`src/rtl/writeback_buffer_if.sv`:
```
// ============================================================================
// Module   : writeback_buffer_if
// Brief    : Cache-side and memory-side signals of the line write-back buffer.
// Revision : 1.0
// ============================================================================
`default_nettype none

interface writeback_buffer_if #(
  parameter int LINE_BITS = 128
);
  logic                 c_is_input_valid;
  logic [31:0]          c_addr;
  logic                 c_mem_read;
  logic                 c_mem_write;
  logic [LINE_BITS-1:0] c_din;
  logic                 c_is_ready;
  logic                 c_is_output_valid;
  logic [LINE_BITS-1:0] c_dout;

  logic                 m_is_input_valid;
  logic [31:0]          m_addr;
  logic                 m_mem_read;
  logic                 m_mem_write;
  logic [LINE_BITS-1:0] m_din;
  logic                 m_is_output_valid;
  logic [LINE_BITS-1:0] m_dout;
  logic                 m_mem_ready;

  // The buffer itself: receives cache requests, issues memory requests.
  modport slave (
    input  c_is_input_valid, c_addr, c_mem_read, c_mem_write, c_din,
    output c_is_ready, c_is_output_valid, c_dout,
    output m_is_input_valid, m_addr, m_mem_read, m_mem_write, m_din,
    input  m_is_output_valid, m_dout, m_mem_ready
  );

  // The surrounding cache and memory.
  modport master (
    output c_is_input_valid, c_addr, c_mem_read, c_mem_write, c_din,
    input  c_is_ready, c_is_output_valid, c_dout,
    input  m_is_input_valid, m_addr, m_mem_read, m_mem_write, m_din,
    output m_is_output_valid, m_dout, m_mem_ready
  );
endinterface

`default_nettype wire

```
`src/rtl/writeback_buffer.sv`:
```
// ============================================================================
// Module   : writeback_buffer
// Brief    : Line write-back buffer with coalescing, read forwarding and
//            oldest-first draining to memory when idle.
// Revision : 1.0
// ============================================================================
`default_nettype none

module writeback_buffer #(
  parameter int LINE_SIZE   = 16,
  parameter int NUM_ENTRIES = 2,
  parameter int LINE_BITS   = LINE_SIZE * 8,
  parameter int OFS_BITS    = $clog2(LINE_SIZE / 4)
) (
  input  logic              clk,
  input  logic              reset,
  writeback_buffer_if.slave bus
);

  localparam int PTR_W = $clog2(NUM_ENTRIES);
  localparam int CNT_W = PTR_W + 1;
  localparam logic [31:0] c_OFS_MASK = (32'd1 << OFS_BITS) - 32'd1;

  localparam logic [2:0] c_IDLE     = 3'd0;
  localparam logic [2:0] c_RD_ISSUE = 3'd1;
  localparam logic [2:0] c_RD_WAIT  = 3'd2;
  localparam logic [2:0] c_WR_ISSUE = 3'd3;
  localparam logic [2:0] c_WR_WAIT  = 3'd4;

  logic [2:0]           r_state;
  logic [CNT_W-1:0]     r_count;
  logic [PTR_W-1:0]     r_head;
  logic [PTR_W-1:0]     r_tail;
  logic [NUM_ENTRIES-1:0] r_vld;
  logic [31:0]          r_addr [NUM_ENTRIES];
  logic [LINE_BITS-1:0] r_data [NUM_ENTRIES];
  logic [31:0]          r_rd_addr;

  logic                 r_c_valid;
  logic [LINE_BITS-1:0] r_c_dout;
  logic                 r_m_valid;
  logic [31:0]          r_m_addr;
  logic                 r_m_rd;
  logic                 r_m_wr;
  logic [LINE_BITS-1:0] r_m_din;

  logic [31:0]          w_line_addr;
  logic                 w_ready;
  logic                 w_accept;
  logic                 w_hit;
  logic [PTR_W-1:0]     w_hit_idx;

  assign w_line_addr = bus.c_addr & ~c_OFS_MASK;
  assign w_ready     = (r_state == c_IDLE) && (r_count < CNT_W'(NUM_ENTRIES));
  // A request with both read and write set is dropped and does not block a drain.
  assign w_accept    = bus.c_is_input_valid && w_ready && (bus.c_mem_read != bus.c_mem_write);

  always_comb begin
    w_hit     = 1'b0;
    w_hit_idx = '0;
    for (int i = 0; i < NUM_ENTRIES; i++) begin
      if (r_vld[i] && (r_addr[i] == w_line_addr)) begin
        w_hit     = 1'b1;
        w_hit_idx = PTR_W'(i);
      end
    end
  end

  always_ff @(posedge clk) begin
    if (reset) begin
      r_state   <= c_IDLE;
      r_count   <= '0;
      r_head    <= '0;
      r_tail    <= '0;
      r_vld     <= '0;
      r_rd_addr <= '0;
      r_c_valid <= 1'b0;
      r_c_dout  <= '0;
      r_m_valid <= 1'b0;
      r_m_addr  <= '0;
      r_m_rd    <= 1'b0;
      r_m_wr    <= 1'b0;
      r_m_din   <= '0;
    end else begin
      r_c_valid <= 1'b0;
      r_m_valid <= 1'b0;
      r_m_addr  <= '0;
      r_m_rd    <= 1'b0;
      r_m_wr    <= 1'b0;
      r_m_din   <= '0;
      case (r_state)
        c_IDLE: begin
          if (w_accept) begin
            if (bus.c_mem_write) begin
              if (w_hit) begin
                r_data[w_hit_idx] <= bus.c_din;
              end else begin
                r_addr[r_tail] <= w_line_addr;
                r_data[r_tail] <= bus.c_din;
                r_vld[r_tail]  <= 1'b1;
                r_tail         <= r_tail + PTR_W'(1);
                r_count        <= r_count + CNT_W'(1);
              end
            end else if (w_hit) begin
              r_c_dout  <= r_data[w_hit_idx];
              r_c_valid <= 1'b1;
            end else begin
              r_rd_addr <= w_line_addr;
              r_state   <= c_RD_ISSUE;
            end
          end else if ((r_count != '0) && bus.m_mem_ready) begin
            r_m_valid <= 1'b1;
            r_m_wr    <= 1'b1;
            r_m_addr  <= r_addr[r_head];
            r_m_din   <= r_data[r_head];
            r_state   <= c_WR_ISSUE;
          end
        end
        c_RD_ISSUE: begin
          if (bus.m_mem_ready) begin
            r_m_valid <= 1'b1;
            r_m_rd    <= 1'b1;
            r_m_addr  <= r_rd_addr;
            r_state   <= c_RD_WAIT;
          end
        end
        c_RD_WAIT: begin
          if (bus.m_is_output_valid) begin
            r_c_dout  <= bus.m_dout;
            r_c_valid <= 1'b1;
            r_state   <= c_IDLE;
          end
        end
        c_WR_ISSUE: r_state <= c_WR_WAIT;
        c_WR_WAIT: begin
          // Memory holds ready low while the write is in progress.
          if (bus.m_mem_ready) begin
            r_vld[r_head] <= 1'b0;
            r_head        <= r_head + PTR_W'(1);
            r_count       <= r_count - CNT_W'(1);
            r_state       <= c_IDLE;
          end
        end
        default: r_state <= c_IDLE;
      endcase
    end
  end

  assign bus.c_is_ready        = w_ready;
  assign bus.c_is_output_valid = r_c_valid;
  assign bus.c_dout            = r_c_dout;
  assign bus.m_is_input_valid  = r_m_valid;
  assign bus.m_addr            = r_m_addr;
  assign bus.m_mem_read        = r_m_rd;
  assign bus.m_mem_write       = r_m_wr;
  assign bus.m_din             = r_m_din;

endmodule

`default_nettype wire
```
`src/flat_wrapper.sv`:
```
// flat-port wrapper written by rule: the top's interface ports become plain ports
module writeback_buffer_flat 
#(
  parameter int LINE_SIZE   = 16,
  parameter int NUM_ENTRIES = 2,
  parameter int LINE_BITS   = LINE_SIZE * 8,
  parameter int OFS_BITS    = $clog2(LINE_SIZE / 4)
)
  (clk, reset, bus_c_is_input_valid, bus_c_addr, bus_c_mem_read, bus_c_mem_write, bus_c_din, bus_c_is_ready, bus_c_is_output_valid, bus_c_dout, bus_m_is_input_valid, bus_m_addr, bus_m_mem_read, bus_m_mem_write, bus_m_din, bus_m_is_output_valid, bus_m_dout, bus_m_mem_ready);
  writeback_buffer_if #(.LINE_BITS(LINE_BITS)) bus_i ();
  input  logic clk;
  input  logic reset;
  input wire logic [$bits(bus_i.c_is_input_valid)-1:0] bus_c_is_input_valid;
  input wire logic [$bits(bus_i.c_addr)-1:0] bus_c_addr;
  input wire logic [$bits(bus_i.c_mem_read)-1:0] bus_c_mem_read;
  input wire logic [$bits(bus_i.c_mem_write)-1:0] bus_c_mem_write;
  input wire logic [$bits(bus_i.c_din)-1:0] bus_c_din;
  output wire logic [$bits(bus_i.c_is_ready)-1:0] bus_c_is_ready;
  output wire logic [$bits(bus_i.c_is_output_valid)-1:0] bus_c_is_output_valid;
  output wire logic [$bits(bus_i.c_dout)-1:0] bus_c_dout;
  output wire logic [$bits(bus_i.m_is_input_valid)-1:0] bus_m_is_input_valid;
  output wire logic [$bits(bus_i.m_addr)-1:0] bus_m_addr;
  output wire logic [$bits(bus_i.m_mem_read)-1:0] bus_m_mem_read;
  output wire logic [$bits(bus_i.m_mem_write)-1:0] bus_m_mem_write;
  output wire logic [$bits(bus_i.m_din)-1:0] bus_m_din;
  input wire logic [$bits(bus_i.m_is_output_valid)-1:0] bus_m_is_output_valid;
  input wire logic [$bits(bus_i.m_dout)-1:0] bus_m_dout;
  input wire logic [$bits(bus_i.m_mem_ready)-1:0] bus_m_mem_ready;
  assign bus_i.c_is_input_valid = bus_c_is_input_valid;
  assign bus_i.c_addr = bus_c_addr;
  assign bus_i.c_mem_read = bus_c_mem_read;
  assign bus_i.c_mem_write = bus_c_mem_write;
  assign bus_i.c_din = bus_c_din;
  assign bus_c_is_ready = bus_i.c_is_ready;
  assign bus_c_is_output_valid = bus_i.c_is_output_valid;
  assign bus_c_dout = bus_i.c_dout;
  assign bus_m_is_input_valid = bus_i.m_is_input_valid;
  assign bus_m_addr = bus_i.m_addr;
  assign bus_m_mem_read = bus_i.m_mem_read;
  assign bus_m_mem_write = bus_i.m_mem_write;
  assign bus_m_din = bus_i.m_din;
  assign bus_i.m_is_output_valid = bus_m_is_output_valid;
  assign bus_i.m_dout = bus_m_dout;
  assign bus_i.m_mem_ready = bus_m_mem_ready;
  writeback_buffer #(.LINE_SIZE(LINE_SIZE), .NUM_ENTRIES(NUM_ENTRIES), .LINE_BITS(LINE_BITS), .OFS_BITS(OFS_BITS)) u_core (.clk(clk), .reset(reset), .bus(bus_i));
endmodule
```
`config.mk`:
```
export PLATFORM = sky130hd
export DESIGN_NAME = writeback_buffer_flat
export DESIGN_NICKNAME = d
export VERILOG_FILES = /design/src/rtl/writeback_buffer_if.sv /design/src/rtl/writeback_buffer.sv /design/src/flat_wrapper.sv
export SDC_FILE = /design/constraint.sdc
export NUM_CORES = 1
export LEC_CHECK = 0
export CAP_MARGIN = 20
export CORE_ASPECT_RATIO = 1.4
export CORE_UTILIZATION = 45
export CTS_CLUSTER_DIAMETER = 120
export DETAILED_ROUTE_END_ITERATION = 8
export PLACE_DENSITY_LB_ADDON = 0.08
export SLEW_MARGIN = 10
export SYNTH_ARGS = -nofsm -noshare
export SYNTH_HDL_FRONTEND = slang
export SYNTH_SLANG_ARGS = --single-unit
export TNS_END_PERCENT = 10
```
`constraint.sdc`:
```
create_clock -name clk -period 11 [get_ports clk]
set_input_delay 2.75 -clock clk [delete_from_list [all_inputs] [get_ports clk]]
set_output_delay 2.75 -clock clk [all_outputs]
set_load 0.03 [all_outputs]
```
# Yosys cells after proc, flatten, opt, wreduce, memory -nomap -nowiden
# Memories as Yosys holds them, arrays and structs flattened. A register that Yosys moved wholly into a read port is not among the register bits.
# Index checks and enable logic that the tools add are counted.
[totals]
ff_bits = 203
ram_bits = 316
in_bits = 295
output_inout_bits = 293
word_cells = 130
memories = 2
[op_classes]
addsub = 4
magnitude_cmp = 5
n_eq_ne = 18
n_mux = 59
bitwise = 8
reduce_logical = 22
[memory_table]
columns = ["memory", "words", "word_bits", "rd", "rd_ports_with_merged_regs", "write_ports", "line_no", "source"]
rows = [
  ["u_core.r_data", 2, 128, 2, 1, 1, "writeback_buffer.sv:36", "logic [LINE_BITS-1:0] r_data [NUM_ENTRIES];"],
  ["u_core.r_addr", 2, 30, 3, 1, 1, "writeback_buffer.sv:35", "logic [31:0] r_addr [NUM_ENTRIES];"],
]
[ops]
columns = ["operator", "count"]
rows = [
  ["128-bit two-way mux", 5],
  ["128-bit one-hot mux with 2 select lines", 1],
  ["128-bit OR reduction", 1],
  ["32-bit two-way mux", 3],
  ["32-bit equality test", 2],
  ["32-bit one-hot mux with 2 select lines", 1],
  ["1-bit two-way mux", 27],
  ["3-bit two-way mux", 7],
  ["2-bit two-way mux", 8],
  ["3-bit one-hot mux with 5 select lines", 1],
  ["2-bit inequality test (second input constant)", 6],
  ["5-bit AND reduction", 2],
  ["1-bit logical AND", 8],
  ["2-bit one-hot mux with 2 select lines", 2],
  ["4-bit AND reduction", 2],
  ["3-bit by 2-bit equality test with 1-bit output (second input constant)", 2],
  ["3-bit inequality test (second input constant)", 2],
  ["6-bit AND reduction", 1],
  ["2-bit nonzero test", 3],
  ["1-bit NOT", 5],
  ["1-bit by 2-bit less-than comparator with 1-bit output (second input constant)", 2],
  ["2-bit by 1-bit inequality test with 1-bit output (second input constant)", 2],
  ["1-bit one-hot mux with 2 select lines", 2],
  ["2-bit OR reduction", 2],
  ["other kinds (16)", 19],
]

# Longest topological paths before layout
# An unclocked memory read counts as a cell.
[logic_depth]
ltp_word = 13
mapped_depth = 10
depth_no_buf = 7

# Least setup slack after synthesis
# No wires, ideal clock.
[synth_path]
path_kind = "input to register"
start = "input bus_c_addr[11]"
end = "memory u_core.r_data[1][0] (enable)"
setup_time_ns = 0.658
arrival_ns = 9.944
t_required_ns = 10.342
setup_slack_ns = 0.398
path_stages = 8
n_path_buf = 3
path_cell_list = "xnor2_1 -> nand4_1 -> nor4_1 -> nand4_1 -> buf_2 -> buf_6 -> buf_2 -> a21oi_1"
[synth_via]
elab_chain_cells = 12
elab_cells_between_ends = 22
cone_classes = "eq/ne: 2; mux: 17; reduce/logical: 3"
[synth_rtl]
columns = ["item", "line_no", "source"]
rows = [
  ["start, declared", "flat_wrapper.sv:14", "input wire logic [$bits(bus_i.c_addr)-1:0] bus_c_addr;"],
  ["32-bit equality test", "writeback_buffer.sv:62", "if (r_vld[i] && (r_addr[i] == w_line_addr)) begin"],
  ["1-bit logical AND", "writeback_buffer.sv:62", ""],
  ["1-bit two-way mux (2 in series)", "writeback_buffer.sv:62", ""],
  ["1-bit two-way mux", "writeback_buffer.sv:95", "if (w_hit) begin"],
  ["1-bit two-way mux", "writeback_buffer.sv:94", "if (bus.c_mem_write) begin"],
  ["1-bit two-way mux", "writeback_buffer.sv:93", "if (w_accept) begin"],
  ["1-bit two-way mux", "writeback_buffer.sv:91", "case (r_state)"],
  ["1-bit two-way mux", "writeback_buffer.sv:70", "if (reset) begin"],
  ["1-bit two-way mux (not written as such)", "writeback_buffer.sv:99", "r_data[r_tail] <= bus.c_din;"],
  ["128-bit OR reduction (no line)", "-", ""],
  ["1-bit two-way mux (no line)", "-", ""],
  ["end, declared", "writeback_buffer.sv:36", ""],
]
# Several ways; a longest one is shown, not always the timed one.

# Worst setup path in the final report
[layout_path]
start = "input bus_c_addr[6]"
end = "register u_core.r_c_dout[45] (netlist: u_core.bus.c_dout[45])"
[layout_via]
elab_chain_cells = 8
elab_cells_between_ends = 14
cone_classes = "eq/ne: 3; mux: 7; reduce/logical: 3; memory: 1"
[layout_rtl]
columns = ["item", "line_no", "source"]
rows = [
  ["32-bit equality test", "writeback_buffer.sv:62", ""],
  ["1-bit logical AND", "writeback_buffer.sv:62", ""],
  ["1-bit two-way mux", "writeback_buffer.sv:62", ""],
  ["memory read 2 x 128 bit", "-", ""],
  ["128-bit two-way mux", "writeback_buffer.sv:104", "end else if (w_hit) begin"],
  ["128-bit two-way mux", "writeback_buffer.sv:94", ""],
  ["128-bit two-way mux", "writeback_buffer.sv:93", ""],
  ["128-bit one-hot mux with 2 select lines", "writeback_buffer.sv:91", ""],
  ["end signal, assigned", "writeback_buffer.sv:105", "r_c_dout <= r_data[w_hit_idx];"],
  ["end signal, assigned", "writeback_buffer.sv:129", "r_c_dout <= bus.m_dout;"],
  ["end, declared", "writeback_buffer.sv:40", "logic [LINE_BITS-1:0] r_c_dout;"],
]
# Several ways; a longest one is shown, not always the timed one. The select of a mux whose other input is x is not followed.
# A chain may end at the register's enable or synchronous reset.

==> flow_summary.toml <==
[drt]
drtIter0Drc = 854
via_per_inst = 5.49
drc = 0
vias = 18300
routed_wl_microns = 78000
antenna_left = 0
dr.pass1.iters = 5
wl_per_cell_microns = 23.4

[worst_setup_path]
path_cells = "clkdlybuf4s50_1 -> xor2_1 -> nor4_1 -> nand4_1 -> buf_4 -> buf_4 -> buf_4 -> mux2i_1 -> a211oi_1 -> a21o_1"
critPathArrivalTime_ns = 7.37
critPathSlowestCell = "buf_4"
cp.required_ns = 11.53
start_kind = "input pin"
crit_path_frequent_cell = "buf_4"
slowest_delay_ns = 0.87
endpoint_kind = "flop"
crit_type = "in -> reg"
cp_max_fo = 49

[sta]
period_share_pct = 62.3
slew_headroom_pct = 21.9
fin_tns_setup_ns = 0
worst_pin_slew_ns = 1.17
fin_skew_ns = 0.0220
period_needed_ns = 6.85
max_clock_freq_mhz = 146
hold_viol = 0
hold-worst-slack_ns = 0.498
slew_viol_final = 0
setup_viol = 0
rsz0062_at_grt = "no"

[pwr]
vdd_drop_max_mv = 0.149
p_per_area_nw_per_um2 = 157
leakage_nw = 13.5

[floorplan]
io-pin-count = 588
die-area_sq_um = 58000
die_w_microns = 204
core_area_sq_um = 56300
core.rowCount = 103
die_h_microns = 285
initial_core_util_pct = 45.6

[global_routing]
grt_usage_pct = 26.1
grt-ovfl-total = 0
antenna_found_initial = 26
grt_pass1_wl_microns = 114000
grt_max_degree = 151
first_global_vias = 18500

[worst_hold_path]
hp-class = "reg -> reg"

[synth]
yosysUniqueCellTypes = 41
avgSynthCellArea_sq_um = 12.7
synth_edf_count = 316
yosys_warnings = 0
ys_async_sr_fraction_pct = 0
synth-seq-cells = 646
syn_area_sq_um = 25700
ys.flop_type = "dfxtp_1"
yosysSeqAreaShare_pct = 62.7
netlist_instances = 2014

[clock_tree]
cts-root-buf = "clkbuf_16"
cts_setup_buffers = 0
path_clk_slew_ns = 0.06
clock_latency_ns = 0.63
h-tree-depth = 2
cts_resized = 0
cts_tree = "done"
cts_buffer_depth = 3
numClockSinks = 646
postCtsHoldBufs = 0
numCtsBuffers = 61

[placed_design]
gp_congestion = 0.831
io_buffer_count = 583
dp_hpwl_microns = 49500

[cells_and_area]
areaGrowthSynthToFinish_pct = 33.2
layout-drive-gt1-share_pct = 6.69
final_nets = 2814

[job]
cap_violations = 0

[outcome]
status = "completed"
==> layout by cell type (no fill, tap or decap), types with 32 or more instances in the layout <==
cell,n
nor4b_1,128
clkdlybuf4s50_1,582
a21o_1,128
nor2_1,327
mux2_2,32
clkbuf_16,64
a211oi_1,128
edfxtp_1,316
xnor2_1,40
mux2i_1,287
dfxtp_1,328
==> power by group <==
part | switching (W) | total, W | internal, W
sequential | 0.0000253 | 0.00260 | 0.00257
combinational | 0.000251 | 0.000458 | 0.000207
clock | 0.000921 | 0.00230 | 0.00138
total | 0.00120 | 0.00536 | 0.00416
==> flip-flops by register name, summed over array words and instances, names as in the netlist, named ones only <==
name and cells:
u_core.bus.c_dout 128, u_core.r_head 1, u_core.bus.m_addr 30, u_core.bus.m_mem_read 1, u_core.bus.m_is_input_valid 1, u_core.bus.c_is_output_valid 1
u_core.r_rd_addr 30, u_core.r_addr 60, u_core.r_vld 2, u_core.bus.m_din 128, u_core.r_data 256, u_core.r_state 3
u_core.r_count 2, u_core.bus.m_mem_write 1, u_core.r_tail 1
==> final cells by class <==
class | instances | area [sq um]
Clock buffer | 88 | 1780
Fill cell | 4586 | 22100
Multi-Input combinational cell | 1197 | 8800
Clock inverter | 27 | 428
Timing Repair Buffer | 610 | 6070
Sequential cell | 646 | 16100
Antenna cell | 23 | 57.6
Tap cell | 735 | 920
Inverter | 3 | 11.3
==> final timing paths <==
kind / startpoint / to / slack, ns / depth (start not counted)
hold / removal: u_core.r_rd_addr[19] / u_core.r_rd_addr[19] / 0.50 / 2
setup / recovery: bus_c_addr[6] / u_core.bus.c_dout[45] / 4.15 / 10
hold reg to reg: u_core.r_rd_addr[19] / u_core.r_rd_addr[19] / 0.50 / 2
setup reg to reg: u_core.r_addr[1][4] / u_core.bus.c_dout[45] / 6.51 / 9
==> cells in the mapped netlist (all sizes together) (2+ instances only) <==
master	instances	share of area, %
xor2	23	0.79
a221oi	2	0.068
nand3b	4	0.12
or3	3	0.093
xnor2	40	1.4
mux2i	287	11
a21o	128	3.7
mux2	32	1.4
nor2	329	4.8
nor4b	128	4.4
clkbuf	105	1.5
nor4	9	0.22
nor3	5	0.098
edfxtp	316	37
a22oi	31	0.91
nor3b	5	0.15
dfxtp	330	26
a211oi	128	3.7
a21oi	7	0.14
buf	64	1.6
or2	2	0.049
inv	3	0.044
o21a	2	0.059
nand2	7	0.10
nand4	13	0.32
==> per-stage QoR <==
| step | cells | util (%) | setup WS [ns] | area (sq um) | power [W] |
|---|---|---|---|---|---|
| finish | 3329 | 60.7 | 4.15 | 34200 | 0.00536 |
| floorplan | 2015 | - | 0.398 | 25700 | 0.00288 |
| global route | 3327 | 60.7 | 3.99 | 34200 | 0.00553 |
| CTS | 3305 | 60.5 | 4.13 | 34100 | 0.00540 |
| detailed placement | 3190 | 56.6 | 3.48 | 31900 | 0.00311 |
| global placement | 3190 | 56.6 | 3.49 | 31900 | 0.00310 |
==> critical path: cells and delay by family <==
| kind | cells | cell delay [ns] |
|---|---|---|
| AOI/OAI and AO/OA | 2 | 0.33 |
| muxes | 1 | 0.39 |
| buffers and inverters | 4 | 3.06 |
| xor gates and xnor gates | 1 | 0.37 |
| and+or+nand+nor | 2 | 0.39 |
==> per-layer routing <==
| metal | global-route usage, % | part of all wire [%] | routed length, microns | vias to the layer above |
|---|---|---|---|---|
| li1 | - | - | - | 8451 |
| met1 | 30.2 | 38 | 29900 | 9025 |
| met2 | 44.2 | 50 | 38800 | 622 |
| met3 | 7.38 | 7.4 | 5760 | 162 |
| met4 | 12.6 | 4.4 | 3450 | 6 |
| met5 | 0 | 0.053 | 41 | - |
==> kinds of logic (layout without fill, tap and decap cells) <==
logic type      Yosys count  in the layout  synth area share (%)
mux                     319            319                  12.6
xor+xnor                 63             63                  2.15
buf+inv                 172            728                  3.22
flops                   646            646                  62.7
compound gates          301            301                  8.75
simple gates            512            512                  10.5
other cells               1             25                0.0146
(Power assumes the default switching activity.)
